### src/rtl/seg_pkg.sv
// seg_pkg: glyph codes and 7-segment patterns (a..g at bits 6..0, active-low)
package seg_pkg;
  localparam logic [3:0] GLYPH_P     = 4'hA;
  localparam logic [3:0] GLYPH_F     = 4'hB;
  localparam logic [3:0] GLYPH_S     = 4'hC;
  localparam logic [3:0] GLYPH_DASH  = 4'hD;
  localparam logic [3:0] GLYPH_BLANK = 4'hE;
  localparam logic [6:0] SEG_BLANK   = 7'b1111111;
  localparam logic [15:0][6:0] SEG_ROM = {
    SEG_BLANK, SEG_BLANK, 7'b1111110, 7'b0100100,
    7'b0111000, 7'b0011000, 7'b0000100, 7'b0000000,
    7'b0001111, 7'b0100000, 7'b0100100, 7'b1001100,
    7'b0000110, 7'b0010010, 7'b1001111, 7'b0000001
  };
endpackage

### src/rtl/seg_glyph_rom.sv
// seg_glyph_rom: combinational 4-bit glyph code to active-low segment pattern
module seg_glyph_rom
  import seg_pkg::*;
(
  input  logic [3:0] i_code,
  output logic [6:0] o_seg
);
  assign o_seg = SEG_ROM[i_code];
endmodule

### src/rtl/seg_scan_driver.sv
// seg_scan_driver: multiplexed common-anode scanner with frame-synchronous double buffer,
// per-digit blink and dead time; define SEG_SCAN_DP_EN to add decimal-point support
module seg_scan_driver
  import seg_pkg::*;
#(
  parameter int N_DIGITS     = 4,
  parameter int SCAN_DIV     = 50000,
  parameter int BLINK_FRAMES = 64
) (
  input  logic                  clk,
  input  logic                  rst_n,
  input  logic                  load,
  input  logic [4*N_DIGITS-1:0] digits_in,
  input  logic [N_DIGITS-1:0]   blink_in,
`ifdef SEG_SCAN_DP_EN
  input  logic [N_DIGITS-1:0]   dp_in,
  output logic                  dp_n,
`endif
  output logic                  pending,
  output logic                  frame_tick,
  output logic [6:0]            seg,
  output logic [N_DIGITS-1:0]   an_n
);
  localparam int PW = $clog2(SCAN_DIV);
  localparam int IW = N_DIGITS > 1 ? $clog2(N_DIGITS) : 1;
  localparam int FW = BLINK_FRAMES > 1 ? $clog2(BLINK_FRAMES) : 1;
  localparam logic [4*N_DIGITS-1:0] ALL_BLANK = {N_DIGITS{GLYPH_BLANK}};

  logic [PW-1:0]         r_pre;
  logic [IW-1:0]         r_idx;
  logic [FW-1:0]         r_frm;
  logic                  r_phase;
  logic [4*N_DIGITS-1:0] r_sh_dig, r_act_dig;
  logic [N_DIGITS-1:0]   r_sh_blk, r_act_blk;
  logic                  r_pending, r_tick;
  logic [6:0]            r_seg;
  logic [N_DIGITS-1:0]   r_an_n;
  logic                  w_tc, w_wrap, w_frm_end, w_dead, w_blank, w_commit;
  logic [3:0]            w_code;
  logic [6:0]            w_rom;

  assign w_tc      = r_pre == PW'(SCAN_DIV - 1);
  assign w_wrap    = w_tc && (r_idx == IW'(N_DIGITS - 1));
  assign w_frm_end = r_frm == FW'(BLINK_FRAMES - 1);
  assign w_dead    = r_pre == '0;
  assign w_commit  = w_wrap && r_pending;
  assign w_code    = r_act_dig[{r_idx, 2'b00} +: 4];
  assign w_blank   = r_phase && r_act_blk[r_idx];

  seg_glyph_rom u_rom (.i_code(w_code), .o_seg(w_rom));

  // slot prescaler, digit index, frame counter and blink phase
  always_ff @(posedge clk or negedge rst_n) begin
    if (!rst_n) begin
      r_pre   <= '0;
      r_idx   <= '0;
      r_frm   <= '0;
      r_phase <= 1'b0;
    end else begin
      r_pre <= w_tc ? '0 : r_pre + PW'(1);
      if (w_tc) r_idx <= w_wrap ? '0 : r_idx + IW'(1);
      if (w_wrap) begin
        r_frm <= w_frm_end ? '0 : r_frm + FW'(1);
        if (w_frm_end) r_phase <= ~r_phase;
      end
    end
  end

  // shadow captures every load; active takes the pre-edge shadow only at a frame boundary
  always_ff @(posedge clk or negedge rst_n) begin
    if (!rst_n) begin
      r_sh_dig  <= ALL_BLANK;
      r_sh_blk  <= '0;
      r_act_dig <= ALL_BLANK;
      r_act_blk <= '0;
      r_pending <= 1'b0;
    end else begin
      if (load) begin
        r_sh_dig <= digits_in;
        r_sh_blk <= blink_in;
      end
      if (w_commit) begin
        r_act_dig <= r_sh_dig;
        r_act_blk <= r_sh_blk;
      end
      r_pending <= load || (r_pending && !w_wrap);
    end
  end

  // registered pin drivers: anodes dark in the first cycle of each slot
  always_ff @(posedge clk or negedge rst_n) begin
    if (!rst_n) begin
      r_seg  <= SEG_BLANK;
      r_an_n <= '1;
      r_tick <= 1'b0;
    end else begin
      r_seg  <= w_blank ? SEG_BLANK : w_rom;
      r_an_n <= w_dead ? '1 : ~(N_DIGITS'(1) << r_idx);
      r_tick <= w_wrap;
    end
  end

`ifdef SEG_SCAN_DP_EN
  logic [N_DIGITS-1:0] r_sh_dp, r_act_dp;
  logic                r_dp_n;

  // decimal points follow the same double buffer and blanking as the glyphs
  always_ff @(posedge clk or negedge rst_n) begin
    if (!rst_n) begin
      r_sh_dp  <= '0;
      r_act_dp <= '0;
      r_dp_n   <= 1'b1;
    end else begin
      if (load) r_sh_dp <= dp_in;
      if (w_commit) r_act_dp <= r_sh_dp;
      r_dp_n <= (w_dead || w_blank) ? 1'b1 : ~r_act_dp[r_idx];
    end
  end

  assign dp_n = r_dp_n;
`endif

  assign pending    = r_pending;
  assign frame_tick = r_tick;
  assign seg        = r_seg;
  assign an_n       = r_an_n;
endmodule
### config.mk
export PLATFORM = sky130hd
export DESIGN_NAME = seg_scan_driver
export DESIGN_NICKNAME = d
export VERILOG_FILES = /design/src/rtl/seg_pkg.sv /design/src/rtl/seg_glyph_rom.sv /design/src/rtl/seg_scan_driver.sv
export SDC_FILE = /design/constraint.sdc
export NUM_CORES = 1
export LEC_CHECK = 0
export ABC_AREA = 1
export BUFFER_PORTS_ARGS = -buffer_cell sky130_fd_sc_hd__buf_2
export CORE_MARGIN = 4
export CORE_UTILIZATION = 52
export CTS_CLUSTER_DIAMETER = 40
export DETAILED_ROUTE_END_ITERATION = 6
export PLACE_DENSITY = 0.78
export RECOVER_POWER = 50
export SLEW_MARGIN = 10
export SYNTH_ARGS = -nofsm -noshare
export SYNTH_HDL_FRONTEND = slang
export SYNTH_SLANG_ARGS = --single-unit
### constraint.sdc
create_clock -name clk -period 3.5 [get_ports clk]
set_clock_uncertainty 0.2 [all_clocks]
set_input_delay 0.525 -clock clk [delete_from_list [all_inputs] [get_ports clk]]
set_output_delay 0.525 -clock clk [all_outputs]
set_load 0.005 [all_outputs]
==> results.md, run 1 <==
- DRC: 0
- Most numerous cell in the Yosys netlist: nand2_1
- Full die area: 9040 um2
- Final worst-path cycle share: 63.2%
- Setup WS post-layout: 1.29 ns
- Placement Cell Area: 4150 um2
- Final hold slack: 0.151 ns
- Synth Cell Area: 3940 um2
- # hold bufs at CTS: 0
- Post-synth EDFFs: 0
- Final min period: 2.21 ns
- WL final: 7370 um
- Worst Path Arrival: about 2.3 ns
- Core area: 7290 um2
- Yosys reg bits: 78
- Finished Layout Cells: slightly above 600
- Fin nets: approximately 550
- Failing checks: capacitance limit, slew limit
- Crit path cell chain: inv_2 -> nand2_1 -> nand3_1 -> nand2_1 -> inv_2 -> ha_1 -> nand3b_1 -> nand2_1 -> nand2_1 -> nand3_1
- CTS tree: yes
- Crit path largest cell delay: 0.69 ns
- Number of buffers inserted by port buffering: 35
- Worst slack, placed: 1.34 ns
- DR vias: 3,066
- Crit path from: r_idx[0]
- Syn Nets: 518
- Worst-margin pin slew: 1.84 ns
- Skew-Pair Late Insertion Delay: 0.36 ns
- CP Launch Type: register
- Vias in the first global route: around 2,900
- Detailed Routing Iterations Pass 1: 4
- FF-to-FF Start: r_idx[0]
- Slowest CP cell: dfrtp_1
- Synth Instances: roughly 480
- FFs w/ async S/R, synth: 100%
- Top FF cell, synth: dfrtp_1
- Syn_area_per_cell: 8.18 um2
- Clock tree root driver cell: clkbuf_8
- Largest net degree at the start of global routing: approximately 80
- Setup TNS: 0 ns
- Most frequent cell on the critical path: nand2_1
- First-pass GRT wire length: approximately 13,000 um
- Post-route cell area: 4370 um2
- Synth cell types: 31
- Slew HR: -22.5%
- MaxCap Viol Count: 1
- Number of buffers and inverters on the critical path: 2
- Initial antenna violation count: 0
- H-tree levels: 3
- Total setup buffers inserted after CTS: 0
- Util after Layout: between 50% and 60%
- Filler cells: between 600 and 700
- Grt ovf: 0
- FMAX: 452 MHz
- Rows: 31
- Starting density of the core: 54.1%
- Routability congestion estimate from global placement: between 0.8 and 0.9
- Clock-pin slew on the worst setup and hold paths: 0.09 ns
- Final setup violation count: 0
- Worst setup path category: register to register
- Synth cell count leaders: 199 x nand2_1, 43 x dfrtp_1, 35 x dfstp_2, 35 x inv_1, 33 x nor2_1
- Synthesis-to-layout area growth: 10.8%
- HP Class: input pin to register
- Yosys top cell area share: 27.3%
- Clk sinks: 78
- Die Span Y: 95.1 um
- Syn. warnings: 0
- Crit Path Max Fanout: 15
- Worst Path Required: 3.60 ns
- PwrDens: 405 nW/um2
- HPWL Detailed: 5190 um
- IR drop worst, VDD: 0.000246 V
- Post-route ant nets: 0
- Number of inserted diodes: 0
- Pleak: 2.26 nW
- Final Hold Fails: 0
- Cells after DPL: around 600
- Leading area contributor after synthesis: dfrtp_1
- Number of DRC markers in iteration 0: 173
- Max Slew Vio Count: between 70 and 80
- Layout cells sized above 1: 21.0%
- Global-route usage over all layers: 18.2%
- CTS buffer count: 9
- Post-CTS Resized: 0
- DR vias/cell: 4.97
- Clock Tree Buf Depth: 2
- Outcome: complete, but fails checks
- Hold path start: digits_in[11]
- I/O Pins: 36
- Critical path endpoint category: register
- Seq/Total Area, Yosys: 50.6%
- RSZ-0062 raised after global routing: no
- Final Total Pwr: 1.77 mW
- Overall die width: 95.1 um
- Synth area leaders: dfrtp_1 27%, dfstp_2 23%, nand2_1 19%, ha_1 4.1%, nand3_1 4.1%
- Average routed wire per standard cell: between 10 and 15 um
- Crit-path leading delay family: simple AND/OR/NAND/NOR gates
-- routing by layer --
metal | global-route usage [%] | wire length [um] | vias to the layer above
met1 | 25.4 | 3490 | 1399
met4 | 9.38 | 161 | 0
met2 | 26.9 | 3360 | 77
met3 | 3.71 | 356 | 15
li1 | - | - | 1575
met5 | 0 | 0 | -
-- report_power, final --
| part | switching, mW | internal [mW] |
|---|---|---|
| combinational | 0.0363 | 0.0176 |
| sequential | 0.0126 | 0.932 |
| clock | 0.357 | 0.411 |
-- worst reg2reg max path: cells and delay by family, from the launching register on --
family                     cells  cell delay (ns)
DFF                            1             0.69
and+or+nand+nor                7             0.77
adders and majority gates      1             0.19
buffers and inverters          2             0.31
-- flip-flops by register name, summed over array words and instances (netlist names), 4 cells and up --
name       flops
r_sh_blk       4
r_frm          6
r_act_dig     16
r_pre         16
an_n           4
r_act_blk      4
seg            7
r_sh_dig      16
-- cell families after synthesis --
kind of cell               count (synthesis)  share of synthesized area, %
AOI/OAI and AO/OA                         16                          2.35
xor gates and xnor gates                   7                          1.56
adders and majority gates                 13                          4.13
buffers and inverters                     60                          6.82
DFF                                       78                          50.6
and+or+nand+nor                          308                          34.5
-- cells in the final DEF, fill, tap and decap left out, types with 2 or more instances in the layout --
cell type	instances
inv_1	36
ha_1	13
xor2_1	4
dfrtp_1	43
nor2_2	3
nor4_1	2
bufinv_16	2
nand2_1	200
o21bai_1	2
a21oi_1	5
o21ai_2	2
inv_2	7
nand2_2	4
nor3_1	3
clkinvlp_4	2
nand3_1	32
o21ai_1	6
dfstp_2	35
nor2_1	34
inv_6	2
nand3b_1	2
clkbuf_8	9
nand3_4	3
xnor2_1	3
nand4_1	21
buf_2	33
-- final timing paths --
path | end | slack (ns) | cells past startpoint
setup reg to reg | seg[3] | 1.29 | 10
hold / removal | r_sh_dig[11] | 0.15 | 3
hold reg to reg | r_act_dig[13] | 0.27 | 2
min in group asynchronous | r_pre[11] | 0.45 | 1
max in group asynchronous | r_act_dig[8] | 1.55 | 1
setup / recovery | seg[3] | 1.29 | 10
-- area by class of cell --
class,instances,area (um2),area share [%]
Sequential cell,78,2000,45.7
Multi-Input combinational cell,344,1670,38.3
Clock buffer,9,124,2.84
Tap cell,99,124,2.84
Timing Repair Buffer,36,181,4.15
Clock inverter,7,104,2.38
Inverter,44,165,3.78
(Power assumes the default switching activity.)
==> inputs of run 2 (changes only) <==
- clock period: 3.5 -> 2.1 ns (I/O delays scaled with it)
==> run 2 against run 1 <==
Compared with the run above: the flow now finishes without violations; first-iteration DRC count shrank 17%; sequential share of layout area decreased by 2.5 points; setup slack worse by 1.1 ns; critical path depth fell by 2; die area stayed put; utilization increased by 3.4 points; power increased by 56%; fmax rose by 15%; global-route usage increased by 0.95 points; largest cell class unchanged; flip-flop and latch count did not move; final cell count rose by 4.5%; sequential power increased by 66%.
==> results.md, run 2 (same netlist as run 1, synthesis figures left out) <==
- CP Launch Type: register
- Grt ovf: 0 (unchanged)
- Average routed wire per standard cell: 12.1 um (+1.7%)
- I/O Pins: 36 (unchanged)
- Filler cells: 644 (-4.0%)
- Crit path cell chain: inv_2 -> nand3_1 -> nand2_1 -> ha_1 -> nand3b_1 -> nand2_1 -> nand2_1 -> nand3_1
- Number of DRC markers in iteration 0: 144 (-17%)
- Post-route ant nets: 0 (unchanged)
- Crit-path leading delay family: simple AND/OR/NAND/NOR gates
- Post-CTS Resized: 0 (unchanged)
- Worst Path Required: 2.19 ns (-1.41 ns)
- Overall die width: 95.1 um (unchanged)
- Sequential share of power: 57.1% (+3.6 points)
- Crit Path Max Fanout: 10 (-5)
- Final Total Pwr: 2.75 mW (+56%)
- Final min period: 1.92 ns (-0.295 ns)
- HP Class: input pin to asynchronous set/reset pin
- Setup WS post-layout: 0.183 ns (-1.10 ns)
- Worst setup path category: register to register
- Largest net degree at the start of global routing: 39 (-51%)
- Top flop regs: r_act_dig x16, r_pre x16, r_sh_dig x16
- Fin nets: 577 (+5.1%)
- Most frequent cell on the critical path: nand2_1
- Number of inserted diodes: 0 (unchanged)
- Util after Layout: 63.3% (+3.4 points)
- DRC: 0 (unchanged)
- Setup TNS: 0 ns (unchanged)
- Worst Reg-to-Reg Cells: 8 (-2)
- Post-route cell area: 4610 um2 (+5.7%)
- Placement Cell Area: 4240 um2 (+2.2%)
- RR Endpoint: seg[4]
- Most common cell after layout, fill and taps aside: nand2_1
- First-pass GRT wire length: 13,600 um (+5.7%)
- Clk pwr share: 38.4% (-5.1 points)
- Final Hold Fails: 0 (unchanged)
- CTS tree: yes
- Number of buffers and inverters on the critical path: 1 (-1)
- Detailed Routing Iterations Pass 1: 4 (unchanged)
- FF-to-FF Start: r_idx[1]
- Vias in the first global route: 3,044 (+5.5%)
- Switching pwr: 692 uW (+70%)
- Die Span Y: 95.1 um (unchanged)
- WL final: 7830 um (+6.3%)
- Slew HR: 38.0% (+60 points)
- Critical path endpoint category: register
- PwrDens: 597 nW/um2 (+48%)
- Pleak: 2.37 nW (+4.8%)
- RSZ-0062 raised after global routing: no
- Clock tree root driver cell: clkbuf_8
- Logic depth of the worst path, buffers included: 8 (-2)
- HPWL Detailed: 5510 um (+6.2%)
- Reg2Reg Setup Slack: 0.18 ns (-1.10 ns)
- Clock Tree Buf Depth: 2 (unchanged)
- Clock-pin slew on the worst setup and hold paths: 0.09 ns (about the same)
- Most frequent cells in the layout: 199 x nand2_1, 43 x dfrtp_1, 35 x inv_1, 35 x dfstp_2
- Worst slack, placed: 0.209 ns (-1.13 ns)
- Number of buffers inserted by port buffering: 35 (unchanged)
- Slowest CP cell: dfrtp_1
- DR vias/cell: 5.00 (+0.56%)
- DR vias: 3,223 (+5.1%)
- Routability congestion estimate from global placement: 0.891 (+7.0%)
- Core area: 7290 um2 (unchanged)
- Crit path largest cell delay: 0.53 ns (-0.16 ns)
- Sw Share: 25.1% (+2.1 points)
- Max Slew Vio Count: 0 (-100%)
- Worst-margin pin slew: 0.930 ns (-0.907 ns)
- Skew-Pair Late Insertion Delay: 0.36 ns (about the same)
- Synthesis-to-layout area growth: 17.0%
- Int Power: 2.06 mW (+52%)
- Outcome: finished, final reports clean
- Final setup violation count: 0 (unchanged)
- CTS buffer count: 9 (unchanged)
- Layout cells sized above 1: 21.6% (+0.57 points)
- Clk sinks: 78 (unchanged)
- FMAX: 522 MHz (+15%)
- Initial antenna violation count: 0 (unchanged)
- Full die area: 9040 um2 (unchanged)
- MaxCap Viol Count: 0 (-1)
- Global-route usage over all layers: 19.2% (+0.95 points)
- Gate power share: 4.5% (+1.4 points)
- Final worst-path cycle share: 91.3% (+28 points)
- Rows: 31 (unchanged)
- Starting density of the core: 54.1% (unchanged)
- IR drop worst, VDD: 0.000425 V (+73%)
- Worst Setup EP: seg[4]
- H-tree levels: 3 (unchanged)
- Worst Path Arrival: 2.01 ns (-0.30 ns)
- Crit path from: r_idx[1]
## run 2: worst min path at each step
stage,from,cells after the start,endpoint,slack (ns)
after floorplan,rst_n,0,frame_tick,-0.18
after global placement,rst_n,1,r_pre[9],0.03
after detailed placement,rst_n,1,r_pre[9],0.03
after CTS,load,3,r_sh_dig[11],0.09
after global routing,rst_n,2,r_pre[9],0.20
final,rst_n,2,r_pre[9],0.18
## run 2: layer usage
metal  share of wire (%)  vias up  GRT usage, %
met4                 1.5        0          8.29
li1                    -     1629             -
met5                   0        -             0
met3                 3.8        9          3.31
met2                  47       67          30.5
met1                  48     1518          25.9
## run 2: final cells by class
cell class	instances	area, um2	area share (%)
Clock inverter	7	62.6	1.36
Tap cell	99	124	2.68
Clock buffer	9	124	2.68
Sequential cell	78	2000	43.2
Multi-Input combinational cell	344	1680	36.4
Timing Repair Buffer	64	465	10.1
Inverter	44	165	3.58
## run 2: worst register-to-register path, cell delays in order (launching register included)
cell,delay [ns]
dfrtp_1,0.53
inv_2,0.16
nand3_1,0.12
nand2_1,0.17
ha_1,0.27
nand3b_1,0.18
nand2_1,0.09
nand2_1,0.07
nand3_1,0.07
## run 2: power groups by stage
stage / logic (mW) / clock network (mW) / registers (mW)
detailed placement: 0.102 / 0 / 1.60
CTS: 0.131 / 1.09 / 1.57
floorplan: 0.0397 / 0 / 1.59
finish: 0.125 / 1.06 / 1.57
global route: 0.146 / 1.16 / 1.58
global placement: 0.0986 / 0 / 1.60
## run 2: per-stage QoR
step	instances	hold WS, ns
6_report	645	0.178
5_1_grt	645	0.202
4_1_cts	645	0.0939
3_5_place_dp	608	0.0279
3_3_place_gp	608	0.0284
2_1_floorplan	482	-0.181
## run 2: repair_timing
item,in CTS,in global routing
buffers inserted,0,0
hold endpoints to repair,68,0
hold buffers,21,0
==> inputs of run 3 (changes only) <==
- CORE_UTILIZATION: 52 -> 55
- CTS_BUF_LIST: not set -> sky130_fd_sc_hd__clkbuf_2 sky130_fd_sc_hd__clkbuf_4 sky130_fd_sc_hd__clkbuf_8
- PLACE_DENSITY: 0.78 -> 0.82
==> run 3 against run 2 <==
Compared with the run above: flip-flop and latch count did not move; combinational power is 4% higher; wire length down 2.1%; register-to-register slack got worse by 0.02 ns; utilization grew 4.3 points; setup slack got worse by 0.016 ns.
==> results.md, run 3 (same netlist as run 1, synthesis figures left out) <==
- Outcome: finished, final reports clean
- Core area: 6870 um2 (-5.8%)
- Detailed Routing Iterations Pass 1: 5 (+1)
- Reg2Reg Setup Slack: 0.17 ns (-0.02 ns)
- Setup TNS: 0 ns (unchanged)
- Final Hold Fails: 0 (unchanged)
- Skew-Pair Late Insertion Delay: 0.35 ns (about the same)
- CTS tree: yes
- Worst setup path category: register to register
- Starting density of the core: 57.4% (+3.3 points)
- Fin nets: 576 (-0.17%)
- Overall die width: 92.7 um (-2.5%)
- DRC: 0 (unchanged)
- Worst Setup EP: seg[1]
- H-tree levels: 3 (unchanged)
- CP Launch Type: register
- RR Endpoint: seg[1]
- Crit path from: r_idx[0]
- RSZ-0062 raised after global routing: yes
- Crit Path Max Fanout: 12 (+2)
- Post-route cell area: 4640 um2 (+0.54%)
- Final setup violation count: 0 (unchanged)
- Slew HR: 13.7% (-24 points)
- DR vias/cell: 4.98 (-0.34%)
- Post-CTS Resized: 0 (unchanged)
- Setup WS post-layout: 0.166 ns (-0.0163 ns)
- Synthesis-to-layout area growth: 17.7%
- Grt ovf: 0 (unchanged)
- Critical path endpoint category: register
- Number of DRC markers in iteration 0: 111 (-23%)
- Clock-pin slew on the worst setup and hold paths: 0.09 ns (about the same)
- HP Class: register to register
- Post-route ant nets: 0 (unchanged)
- First-pass GRT wire length: 13,500 um (-1.3%)
- Rows: 30 (-3.2%)
- Final hold slack: 0.264 ns (+0.0859 ns)
- MaxCap Viol Count: 0 (unchanged)
- Largest net degree at the start of global routing: 31 (-21%)
- Clock Tree Buf Depth: 2 (unchanged)
- Routability congestion estimate from global placement: 0.903 (+1.3%)
- Final worst-path cycle share: 92.1% (+0.78 points)
- Number of inserted diodes: 0 (unchanged)
- Total setup buffers inserted after CTS: 0 (unchanged)
- Number of buffers inserted by port buffering: 35 (unchanged)
- Worst Reg-to-Reg Cells: 11 (+3)
- IR drop worst, VDD: 0.000546 V (+28%)
- Initial antenna violation count: 0 (unchanged)
- FF-to-FF Start: r_idx[0]
- Placement Cell Area: 4240 um2 (about the same)
- Full die area: 8590 um2 (-5.0%)
- Most frequent cells in the layout: 200 x nand2_1, 43 x dfrtp_1, 35 x inv_1, 35 x dfstp_2, 34 x nor2_1
- Util after Layout: 67.5% (+4.3 points)
- Layout cells sized above 1: 20.9% (-0.69 points)
- Die Span Y: 92.7 um (-2.5%)
- PwrDens: 614 nW/um2 (+2.9%)
- DR vias: 3,192 (-0.96%)
- Worst-margin pin slew: 1.29 ns (+0.365 ns)
- Average routed wire per standard cell: 12.0 um (-1.5%)
- Worst slack, placed: 0.186 ns (-0.0227 ns)
- Final Total Pwr: 2.85 mW (+3.5%)
- WL final: 7660 um (-2.1%)
- Filler cells: 541 (-16%)
- HPWL Detailed: 5410 um (-1.8%)
- Worst Path Arrival: 2.04 ns (+0.03 ns)
- Clk sinks: 78 (unchanged)
- Worst Path Required: 2.20 ns (about the same)
- Final min period: 1.93 ns (+0.0163 ns)
- CTS buffer count: 9 (unchanged)
- Cells after DPL: 604 (-0.66%)
- FMAX: 517 MHz (-0.84%)
- Vias in the first global route: 3,103 (+1.9%)
- Most common cell after layout, fill and taps aside: nand2_1
- Clock tree root driver cell: clkbuf_8
- Global-route usage over all layers: 19.3% (+0.13 points)
- Finished Layout Cells: 641 (-0.62%)
- Pleak: 2.36 nW (about the same)
- Top flop regs: r_act_dig x16, r_pre x16, r_sh_dig x16
- Max Slew Vio Count: 0 (unchanged)
- I/O Pins: 36 (unchanged)
==> run 3: power by group <==
group	internal [mW]	leakage [nW]	switching, mW	total [mW]
Combinational	0.0623	1.34	0.0679	0.130
Sequential	1.55	0.931	0.0205	1.57
Clock	0.568	0.0925	0.579	1.15
==> run 3: repair_timing <==
action,in CTS,in global routing
endpoints found under the setup margin,0,1
hold buffers,21,0
endpoints found under the hold margin,30,0
==> run 3: cell type report <==
| class | instances | area [um2] | share of cell area (%) |
|---|---|---|---|
| sequential | 78 | 2000 | 43.0 |
| timing repair buffer | 63 | 484 | 10.4 |
| clock buffer | 10 | 131 | 2.83 |
| multi-input combinational | 344 | 1670 | 36.1 |
| tap | 96 | 120 | 2.59 |
| inverter | 44 | 165 | 3.56 |
| clock inverter | 6 | 70.1 | 1.51 |
==> run 3: per-layer routing <==
metal  track usage [%]  part of all wire, %
met4              6.35                 0.99
met1              25.3                   47
met5                 0                    0
met2              32.1                   47
met3              4.06                  4.3
==> run 3: worst min path at each step <==
stage,startpoint,to,slack [ns],depth (start not counted)
finish,r_sh_dig[9],r_sh_dig[9],0.26,2
global route,r_sh_dig[15],r_sh_dig[15],0.27,2
CTS,load,r_sh_dig[13],0.11,3
global placement,rst_n,r_pre[9],0.13,1
detailed placement,rst_n,r_pre[9],0.13,1
floorplan,rst_n,frame_tick,-0.18,0
==> run 3: worst max-delay path: stages, from the launching register on <==
cell	delay, ns
dfrtp_1	0.47
inv_2	0.19
nand2_1	0.07
nand2_1	0.06
nand2_1	0.05
nand2_1	0.17
inv_2	0.09
ha_1	0.19
nand3b_1	0.18
nor2_1	0.10
nor2_1	0.06
nand2_1	0.06
